`config.mk`:
```
export PLATFORM = sky130hd
export DESIGN_NAME = serial_tx
export DESIGN_NICKNAME = d
export VERILOG_FILES = /design/src/rtl/serial_pkg.sv /design/src/rtl/serial_bit_timer.sv /design/src/rtl/serial_tx.sv
export SDC_FILE = /design/constraint.sdc
export NUM_CORES = 1
export LEC_CHECK = 0
export CORE_UTILIZATION = 40
export DETAILED_ROUTE_END_ITERATION = 8
export PLACE_DENSITY = 0.7
export SLEW_MARGIN = 20
export SYNTH_ARGS = -nofsm -noshare
export SYNTH_HDL_FRONTEND = slang
export SYNTH_SLANG_ARGS = --single-unit
export TNS_END_PERCENT = 100
```
`constraint.sdc`:
```
create_clock -name i_clk -period 1.4 [get_ports i_clk]
set_input_delay 0.28 -clock i_clk [delete_from_list [all_inputs] [get_ports i_clk]]
set_output_delay 0.28 -clock i_clk [all_outputs]
set_load 0.1 [all_outputs]
```
`src/rtl/serial_pkg.sv`:
```
// Shared UART framing definitions: FSM state encoding, parity modes and the parity helper.
package serial_pkg;

  localparam int unsigned DATA_BITS_W = 8;

  localparam int unsigned PARITY_NONE = 0;
  localparam int unsigned PARITY_EVEN = 1;
  localparam int unsigned PARITY_ODD  = 2;

  typedef enum logic [2:0] {
    IDLE       = 3'd0,
    START_BIT  = 3'd1,
    DATA_BITS  = 3'd2,
    PARITY_BIT = 3'd3,
    STOP_BIT   = 3'd4
  } serial_state_e;

  // Even parity makes the total count of ones (data + parity) even.
  function automatic logic parity_bit(input logic [DATA_BITS_W-1:0] data,
                                      input int unsigned             mode);
    return (mode == PARITY_ODD) ? ~^data : ^data;
  endfunction

endpackage

```
`src/rtl/serial_bit_timer.sv`:
```
// Counts baud ticks within one bit period and flags the tick that ends the bit.
module serial_bit_timer #(
  parameter int unsigned OVERSAMPLE = 16
) (
  input  logic i_clk,
  input  logic i_rst_n,
  input  logic i_tick,
  input  logic i_clear,
  output logic o_bit_end
);

  localparam int unsigned CNT_W = (OVERSAMPLE > 1) ? $clog2(OVERSAMPLE) : 1;
  localparam logic [CNT_W-1:0] LAST_CNT = CNT_W'(OVERSAMPLE - 1);

  logic [CNT_W-1:0] r_tick_cnt;

  // A clear on the same edge as a tick wins, so that tick is never counted.
  assign o_bit_end = i_tick && !i_clear && (r_tick_cnt == LAST_CNT);

  always_ff @(posedge i_clk or negedge i_rst_n) begin
    if (!i_rst_n) begin
      r_tick_cnt <= '0;
    end else if (i_clear) begin
      r_tick_cnt <= '0;
    end else if (i_tick) begin
      r_tick_cnt <= (r_tick_cnt == LAST_CNT) ? '0 : r_tick_cnt + 1'b1;
    end
  end

endmodule

```
`src/rtl/serial_tx.sv`:
```
// UART transmitter: start bit, 8 data bits LSB first, optional parity, 1 or 2 stop bits.
module serial_tx
  import serial_pkg::*;
#(
  parameter int unsigned NUM_STOP_BITS = 1,
  parameter int unsigned OVERSAMPLE    = 16,
  parameter int unsigned PARITY        = PARITY_NONE
) (
  input  logic                   i_clk,
  input  logic                   i_rst_n,
  input  logic                   i_tick,
  input  logic                   i_en,
  input  logic                   i_start,
  input  logic [DATA_BITS_W-1:0] i_data_in,
  output logic                   o_tx,
  output logic                   o_busy,
  output logic                   o_done
);

  localparam logic [2:0] LAST_DATA  = 3'(DATA_BITS_W - 1);
  localparam logic [2:0] LAST_STOP  = 3'(NUM_STOP_BITS - 1);
  localparam bit         HAS_PARITY = (PARITY != PARITY_NONE);

  serial_state_e          r_state, w_state_d;
  logic [DATA_BITS_W-1:0] r_shift, w_shift_d;
  logic [2:0]             r_bit_idx, w_bit_idx_d;
  logic                   r_parity, w_parity_d;
  logic                   r_tx, w_tx_d;
  logic                   r_busy, w_busy_d;
  logic                   r_done, w_done_d;
  logic                   w_active;
  logic                   w_clear;
  logic                   w_bit_end;

  assign w_active = r_state inside {START_BIT, DATA_BITS, PARITY_BIT, STOP_BIT};
  // Timer runs only inside a frame; acceptance therefore restarts it from zero.
  assign w_clear  = !i_en || !w_active;

  serial_bit_timer #(
    .OVERSAMPLE (OVERSAMPLE)
  ) u_bit_timer (
    .i_clk     (i_clk),
    .i_rst_n   (i_rst_n),
    .i_tick    (i_tick),
    .i_clear   (w_clear),
    .o_bit_end (w_bit_end)
  );

  always_comb begin
    w_state_d   = r_state;
    w_shift_d   = r_shift;
    w_bit_idx_d = r_bit_idx;
    w_parity_d  = r_parity;
    w_tx_d      = r_tx;
    w_busy_d    = r_busy;
    w_done_d    = 1'b0;

    if (!i_en) begin
      w_state_d   = IDLE;
      w_bit_idx_d = '0;
      w_tx_d      = 1'b1;
      w_busy_d    = 1'b0;
    end else begin
      case (r_state)
        IDLE: begin
          w_tx_d   = 1'b1;
          w_busy_d = 1'b0;
          if (i_start) begin
            w_shift_d   = i_data_in;
            w_bit_idx_d = '0;
            w_parity_d  = parity_bit(i_data_in, PARITY);
            w_tx_d      = 1'b0;
            w_busy_d    = 1'b1;
            w_state_d   = START_BIT;
          end
        end
        START_BIT: begin
          if (w_bit_end) begin
            w_state_d = DATA_BITS;
            w_tx_d    = r_shift[0];
          end
        end
        DATA_BITS: begin
          if (w_bit_end) begin
            w_shift_d = r_shift >> 1;
            if (r_bit_idx == LAST_DATA) begin
              w_bit_idx_d = '0;
              if (HAS_PARITY) begin
                w_state_d = PARITY_BIT;
                w_tx_d    = r_parity;
              end else begin
                w_state_d = STOP_BIT;
                w_tx_d    = 1'b1;
              end
            end else begin
              w_bit_idx_d = r_bit_idx + 3'd1;
              w_tx_d      = r_shift[1];
            end
          end
        end
        PARITY_BIT: begin
          if (w_bit_end) begin
            w_state_d   = STOP_BIT;
            w_bit_idx_d = '0;
            w_tx_d      = 1'b1;
          end
        end
        STOP_BIT: begin
          w_tx_d = 1'b1;
          if (w_bit_end) begin
            if (r_bit_idx == LAST_STOP) begin
              w_state_d   = IDLE;
              w_bit_idx_d = '0;
              w_busy_d    = 1'b0;
              w_done_d    = 1'b1;
            end else begin
              w_bit_idx_d = r_bit_idx + 3'd1;
            end
          end
        end
        default: begin
          w_state_d   = IDLE;
          w_bit_idx_d = '0;
          w_tx_d      = 1'b1;
          w_busy_d    = 1'b0;
        end
      endcase
    end
  end

  always_ff @(posedge i_clk or negedge i_rst_n) begin
    if (!i_rst_n) begin
      r_state   <= IDLE;
      r_shift   <= '0;
      r_bit_idx <= '0;
      r_parity  <= 1'b0;
      r_tx      <= 1'b1;
      r_busy    <= 1'b0;
      r_done    <= 1'b0;
    end else begin
      r_state   <= w_state_d;
      r_shift   <= w_shift_d;
      r_bit_idx <= w_bit_idx_d;
      r_parity  <= w_parity_d;
      r_tx      <= w_tx_d;
      r_busy    <= w_busy_d;
      r_done    <= w_done_d;
    end
  end

  assign o_tx   = r_tx;
  assign o_busy = r_busy;
  assign o_done = r_done;

endmodule
```
==> results.json, run 1 <==
{
  "status": "finished, violations left",
  "violations": "design-rule violations",
  "synth_warnings": 0,
  "maxCapViolCount": 0,
  "power_density_nw_per_um2": 745,
  "synth-seq-cells": 21,
  "synth_fa_ha_area_share_pct": 4.03,
  "final_cells": 196,
  "ios": 16,
  "finalCriticalPeriod_ns": 1.38,
  "nFillCells": 224,
  "arrival_ns": 1.60,
  "grt_pass1_vias": 1032,
  "p_leak_nw": 0.761,
  "cts_htree_levels": 1,
  "crit_path_end_kind": "flop",
  "power.switching_mw": 0.365,
  "cts-root-buf": "clkbuf_4",
  "max_freq_mhz": 723,
  "gp_congestion": 0.816,
  "drcViolationCount": 1,
  "slew_headroom_pct": 81.5,
  "io_buffers": 15,
  "ys_seq_area_share_pct": 42.4,
  "crit_path_start_kind": "flop",
  "p_comb_share_pct": 22.0,
  "clockBufferDepth": 2,
  "mostFrequentLayoutCells": "buf_4, dfrtp_1, nand2_1, o21ai_1, clkdlybuf4s50_1",
  "vias": 1059,
  "final_common_cell": "buf_4",
  "cts_hold_buffers": 0,
  "yosys.area_share.xor_xnor_pct": 0.706,
  "worst_skew_pair.late_latency_ns": 0.31,
  "timing_worst_setup_path_type": "flop to flop",
  "regArea_um2": 532,
  "die_h_um": 57.7,
  "synth-simple-area-share_pct": 19.9,
  "via_per_inst": 5.40,
  "routed_wirelength_mm": 2.67,
  "place_inst": 185,
  "synthMuxAreaShare_pct": 7.26,
  "pwr-share-clk_pct": 23.6,
  "path_max_fanout": 4,
  "clk_pin_slew_ns": 0.12,
  "rsz0062_at_grt": "yes",
  "num_rows": 19,
  "setup_viol": 0,
  "ant_nets": 0,
  "core_area_um2": 2850,
  "cts_tree": "built",
  "die_w_um": 57.7,
  "track_usage_pct": 18.0,
  "slew_violations": 0,
  "setup_tns_ns": 0,
  "synth_top_family_by_area": "compound AO/OA/AOI/OAI gates",
  "synth_cells": 124,
  "grt_pass1_wl_mm": 4.59,
  "ir_drop_uv": 379,
  "cts.sinks": 21,
  "antenna_found_initial": 0,
  "diodes": 0,
  "fin_skew_ns": 0.00531,
  "nets": 183,
  "final_hold_viol_count": 0,
  "cts_buffers": 3,
  "drive_gt1_share_pct": 33.9,
  "multi_input_comb_area_um2": 679,
  "grt_max_degree": 22,
  "post-route-period-util_pct": 98.8,
  "firstDrtPassIters": 6,
  "initial_core_util_pct": 43.5,
  "syn_area_um2": 1240,
  "p_sw_share_pct": 28.7,
  "ys_types": 36,
  "grt-ovfl-total": 0,
  "power.internal_mw": 0.907,
  "avgRoutedWirePerCell_um": 13.6,
  "dp_hpwl_mm": 1.90,
  "worst_pin_slew_ns": 0.277,
  "synth_compound_area_share_pct": 20.1,
  "area_delta_synth_final_pct": 37.5,
  "die_area_um2": 3330,
  "hp-class": "input pin to async pin",
  "synth_nets": 141,
  "drtIter0Drc": 25,
  "worstPathRequired_ns": 1.61,
  "syn_avg_cell_area_um2": 10.0,
  "p_seq_share_pct": 54.5
}
what timing repair did:
item | 4_1_cts | 5_1_grt
pin swaps | 2 | 1
setup buffers | 2 | 5
setup endpoints to repair | 12 | 15
gates resized for setup | 5 | 10
kinds of logic after synthesis:
family                   count (synthesis)
AO/OA/AOI/OAI                           35
AND/OR/NAND/NOR                         44
adder cells (fa/ha/maj)                  4
multiplexers                             9
flip-flops                              21
buffers and inverters                   10
XOR/XNOR                                 1
final cells by class:
class                           instances  share of cell area, %
Timing Repair Buffer                   43                   24.3
Tap cell                               31                   2.27
Clock inverter                          1                  0.293
Multi-Input combinational cell         93                   39.8
Inverter                                4                  0.880
Clock buffer                            3                   1.32
Sequential cell                        21                   31.2
Yosys cell counts:
| library cell | instances | area share, % |
|---|---|---|
| buf_6 | 4 | 3.6 |
| nand3_1 | 2 | 0.81 |
| nand4_1 | 1 | 0.50 |
| o21ai_2 | 1 | 0.71 |
| o211ai_1 | 1 | 0.61 |
| o2111a_1 | 1 | 0.91 |
| inv_1 | 4 | 1.2 |
| o21ai_1 | 11 | 4.4 |
| nor2_1 | 10 | 3.0 |
| xor2_1 | 1 | 0.71 |
| buf_2 | 2 | 0.81 |
| mux2i_1 | 9 | 7.3 |
| o21ai_0 | 4 | 1.6 |
| a211oi_2 | 2 | 2.0 |
| nand3b_1 | 1 | 0.61 |
| a32o_1 | 3 | 2.4 |
| and4_4 | 1 | 0.91 |
| and3_1 | 1 | 0.50 |
| a311oi_1 | 1 | 0.71 |
| a21boi_1 | 1 | 0.61 |
| and4bb_1 | 1 | 1.0 |
| nor3_1 | 2 | 0.81 |
| dfstp_2 | 1 | 2.1 |
| nand2_1 | 13 | 3.9 |
| a41oi_1 | 1 | 0.71 |
| nor2_4 | 1 | 0.91 |
| a21oi_1 | 5 | 2.0 |
| a22oi_4 | 1 | 1.7 |
| and2b_1 | 3 | 1.8 |
| nand2b_1 | 4 | 2.0 |
| nor3b_2 | 2 | 2.0 |
| o22ai_1 | 2 | 1.0 |
| a211oi_1 | 1 | 0.61 |
| dfrtp_1 | 20 | 40 |
| and2_1 | 2 | 1.0 |
| ha_1 | 4 | 4.0 |
state kept, by name, indices dropped and copies added (netlist names):
signal	count
r_bit_idx	3
o_busy	1
o_tx	1
r_state	3
o_done	1
r_shift	8
u_bit_timer.r_tick_cnt	4
metal layers:
layer / routed length [um] / share of wire, % / up-vias / global-route usage (%)
met1: 1260 / 47 / 509 / 23.0
met5: 0 / 0 / - / 0
met3: 64 / 2.4 / 5 / 2.68
met4: 42 / 1.6 / 0 / 7.14
met2: 1300 / 49 / 14 / 30.9
li1: - / - / 531 / -
worst paths after layout:
| path | from | endpoint | slack [ns] | cells past startpoint |
|---|---|---|---|---|
| hold reg to reg | r_shift[0] | r_shift[0] | 0.50 | 2 |
| hold / removal | i_rst_n | o_done | 0.29 | 2 |
| setup / recovery | u_bit_timer.r_tick_cnt[1] | r_bit_idx[1] | 0.02 | 5 |
| min in group i_clk | r_shift[0] | r_shift[0] | 0.50 | 2 |
| setup reg to reg | u_bit_timer.r_tick_cnt[1] | r_bit_idx[1] | 0.02 | 5 |
| max in group asynchronous | i_rst_n | o_tx | 0.84 | 2 |
worst max-delay path: stages, from the launching register on:
cell and delay [ns]:
dfrtp_1 0.40, ha_2 0.20, and4_4 0.18, a211oi_2 0.20
a211oi_2 0.06, a32o_1 0.25
stage by stage:
stage / hold WS, ns / utilization [%] / power, mW / instance area [um2] / worst slack [ns]
after floorplan: -0.0156 / - / 0.834 / 1240 / 0.0143
after global placement: 0.467 / 54.9 / 0.947 / 1570 / -0.225
after detailed placement: 0.479 / 54.9 / 0.956 / 1570 / -0.256
after CTS: 0.299 / 57.5 / 1.27 / 1640 / 0.00115
after global routing: 0.322 / 59.8 / 1.34 / 1710 / -0.0594
final: 0.294 / 59.8 / 1.27 / 1710 / 0.0169
power by group through the flow:
stage	combinational, mW	clock [mW]	sequential (mW)
floorplan	0.109	0	0.725
global placement	0.247	0	0.701
detailed placement	0.253	0	0.703
CTS	0.267	0.314	0.691
global route	0.303	0.338	0.699
finish	0.279	0.300	0.692
No activity file was read; power rests on OpenSTA's default activity.
==> run 2, diff against run 1 <==
CAP_MARGIN = 40   (was default)
==> results of run 2 <==
Same layout as run 1: the final DEF is identical, and so are final timing and power.
==> run 3, diff against run 2 <==
CORE_UTILIZATION = 39   (was 40)
PLACE_DENSITY = 0.69   (was 0.7)
==> run 3 against run 2 <==
The run now ends clean. Routed wire length rose by 5.6%. Core utilization fell by 2.8 points. Highest routed layer unchanged. Non-clock buffer count fell by 4. Combinational power rose by 5%. Critical path type unchanged. Sequential share of layout area fell by 0.34 points. Fmax fell by 0.51%. Worst setup slack got worse by 0.0071 ns. Clock skew fell by 0.0029 ns. First-iteration DRC count rose by 92%.
==> results.json, run 3 (synthesis results as in run 1) <==
{
  "avgRoutedWirePerCell_um": 13.7,
  "diodes": 0,
  "status": "finished, final reports clean",
  "hp-class": "input pin to async pin",
  "layout_setup_ws_ns": 0.00975,
  "clk_pin_slew_ns": 0.11,
  "ir_drop_uv": 356,
  "place_inst": 195,
  "cts.sinks": 21,
  "slew_headroom_pct": 80.2,
  "grt-ovfl-total": 0,
  "nets": 179,
  "worst_pin_slew_ns": 0.294,
  "area_delta_synth_final_pct": 39.0,
  "final_hold_viol_count": 0,
  "power_density_nw_per_um2": 746,
  "final_cells": 205,
  "post-route-period-util_pct": 99.3,
  "crit_path_end_kind": "flop",
  "drive_gt1_share_pct": 36.6,
  "path_buf_inv": 0,
  "io_buffers": 15,
  "cp_top_family": "compound AO/OA/AOI/OAI gates",
  "rsz0062_at_grt": "yes",
  "drtIter0Drc": 48,
  "cpMostUsedCell": "a211oi_2",
  "largest_reg_flops": 8,
  "cts_tree": "built",
  "via_per_inst": 5.12,
  "cts_buffers": 3,
  "die_h_um": 58.4,
  "finalCriticalPeriod_ns": 1.39,
  "cts_hold_buffers": 0,
  "firstDrtPassIters": 4,
  "dp_slack_ns": -0.312,
  "drcViolationCount": 0,
  "dp_hpwl_mm": 1.92,
  "grt_pass1_vias": 1030,
  "cts_htree_levels": 1,
  "ant_nets": 0,
  "ios": 16,
  "final_common_cell": "buf_4",
  "vias": 1049,
  "gp_congestion": 0.843,
  "slowest_stage": "dfrtp_1",
  "track_usage_pct": 17.9,
  "timing_worst_setup_path_type": "flop to flop",
  "worst_skew_pair.late_latency_ns": 0.30,
  "die_area_um2": 3410,
  "top_regs": "r_shift: 8 flops, u_bit_timer.r_tick_cnt: 4 flops",
  "crit_path_start_kind": "flop",
  "antenna_found_initial": 0,
  "cts-root-buf": "clkbuf_4",
  "maxCapViolCount": 0,
  "num_rows": 20,
  "mostFrequentLayoutCells": "buf_4, dfrtp_1, clkdlybuf4s50_1, nor2_1, mux2i_1",
  "die_w_um": 58.4,
  "p_leak_nw": 0.756,
  "setup_viol": 0,
  "crit_path_max_incr_delay_ns": 0.41,
  "max_freq_mhz": 719,
  "grt_max_degree": 22,
  "arrival_ns": 1.59,
  "grt_pass1_wl_mm": 4.57,
  "cp_cell_sequence": "ha_2, and4_4, a211oi_2, a211oi_2, a32o_1",
  "initial_core_util_pct": 41.0,
  "worstPathRequired_ns": 1.60,
  "clockBufferDepth": 2,
  "slew_violations": 0,
  "regMostFlops": "r_shift",
  "path_max_fanout": 4,
  "core_area_um2": 3030,
  "fin_skew_ns": 0.00245,
  "routed_wirelength_mm": 2.81
}
run 3: cell count changes in the layout (fill, tap and decap cells not counted), moves of 2 or more:
cell,before,now
buf_4,24,21
nand2_1,12,7
o21ai_1,12,7
o21ai_2,1,6
nand2_4,0,2
buf_6,3,1
nand2_2,1,4
run 3: path summary, 6_finish.rpt:
check                               endpoint  cells past startpoint                      start  slack (ns)
worst max register to register  r_bit_idx[2]                      5  u_bit_timer.r_tick_cnt[1]        0.01
min in group i_clk                r_shift[5]                      2                 r_shift[5]        0.50
worst min register to register    r_shift[5]                      2                 r_shift[5]        0.50
worst max-delay path            r_bit_idx[2]                      5  u_bit_timer.r_tick_cnt[1]        0.01
worst min-delay path              r_shift[0]                      2                    i_rst_n        0.31
max in group asynchronous               o_tx                      2                    i_rst_n        0.83
run 3: layer usage:
| layer | track usage (%) | wire length, um | vias to the layer above |
|---|---|---|---|
| li1 | - | - | 519 |
| met1 | 21.3 | 1210 | 503 |
| met2 | 32.0 | 1480 | 23 |
| met3 | 3.30 | 101 | 4 |
| met4 | 7.14 | 26 | 0 |
| met5 | 0 | 0 | - |
run 3: repair_timing:
item,in CTS,in global routing
resized for setup,3,19
endpoints found under the setup margin,12,21
gates cloned,0,1
setup buffers,2,3
pin swaps,8,6
run 3: layout make-up:
| class | count | area [um2] |
|---|---|---|
| multi-input combinational | 93 | 703 |
| timing repair buffer | 39 | 394 |
| tap | 44 | 55.1 |
| fill | 255 | 1300 |
| sequential | 21 | 532 |
| inverter | 4 | 15.0 |
| clock buffer | 4 | 26.3 |
run 3: per-stage QoR:
stage | instance area [um2] | power (mW) | setup TNS, ns | utilization, % | hold WS, ns
2_1_floorplan | 1240 | 0.834 | 0 | - | -0.0156
4_1_cts | 1620 | 1.26 | -0.0447 | 53.6 | 0.309
6_report | 1730 | 1.29 | 0 | 57.0 | 0.307
3_5_place_dp | 1560 | 0.949 | -4.09 | 51.5 | 0.476
5_1_grt | 1730 | 1.37 | -0.340 | 57.0 | 0.312
3_3_place_gp | 1560 | 0.937 | -3.28 | 51.5 | 0.468
run 3: power by group:
part           internal (mW)  leakage (nW)  switching [mW]
registers              0.657         0.269          0.0454
logic                  0.148         0.472           0.145
clock network          0.111        0.0150           0.180
total                  0.916         0.756           0.370
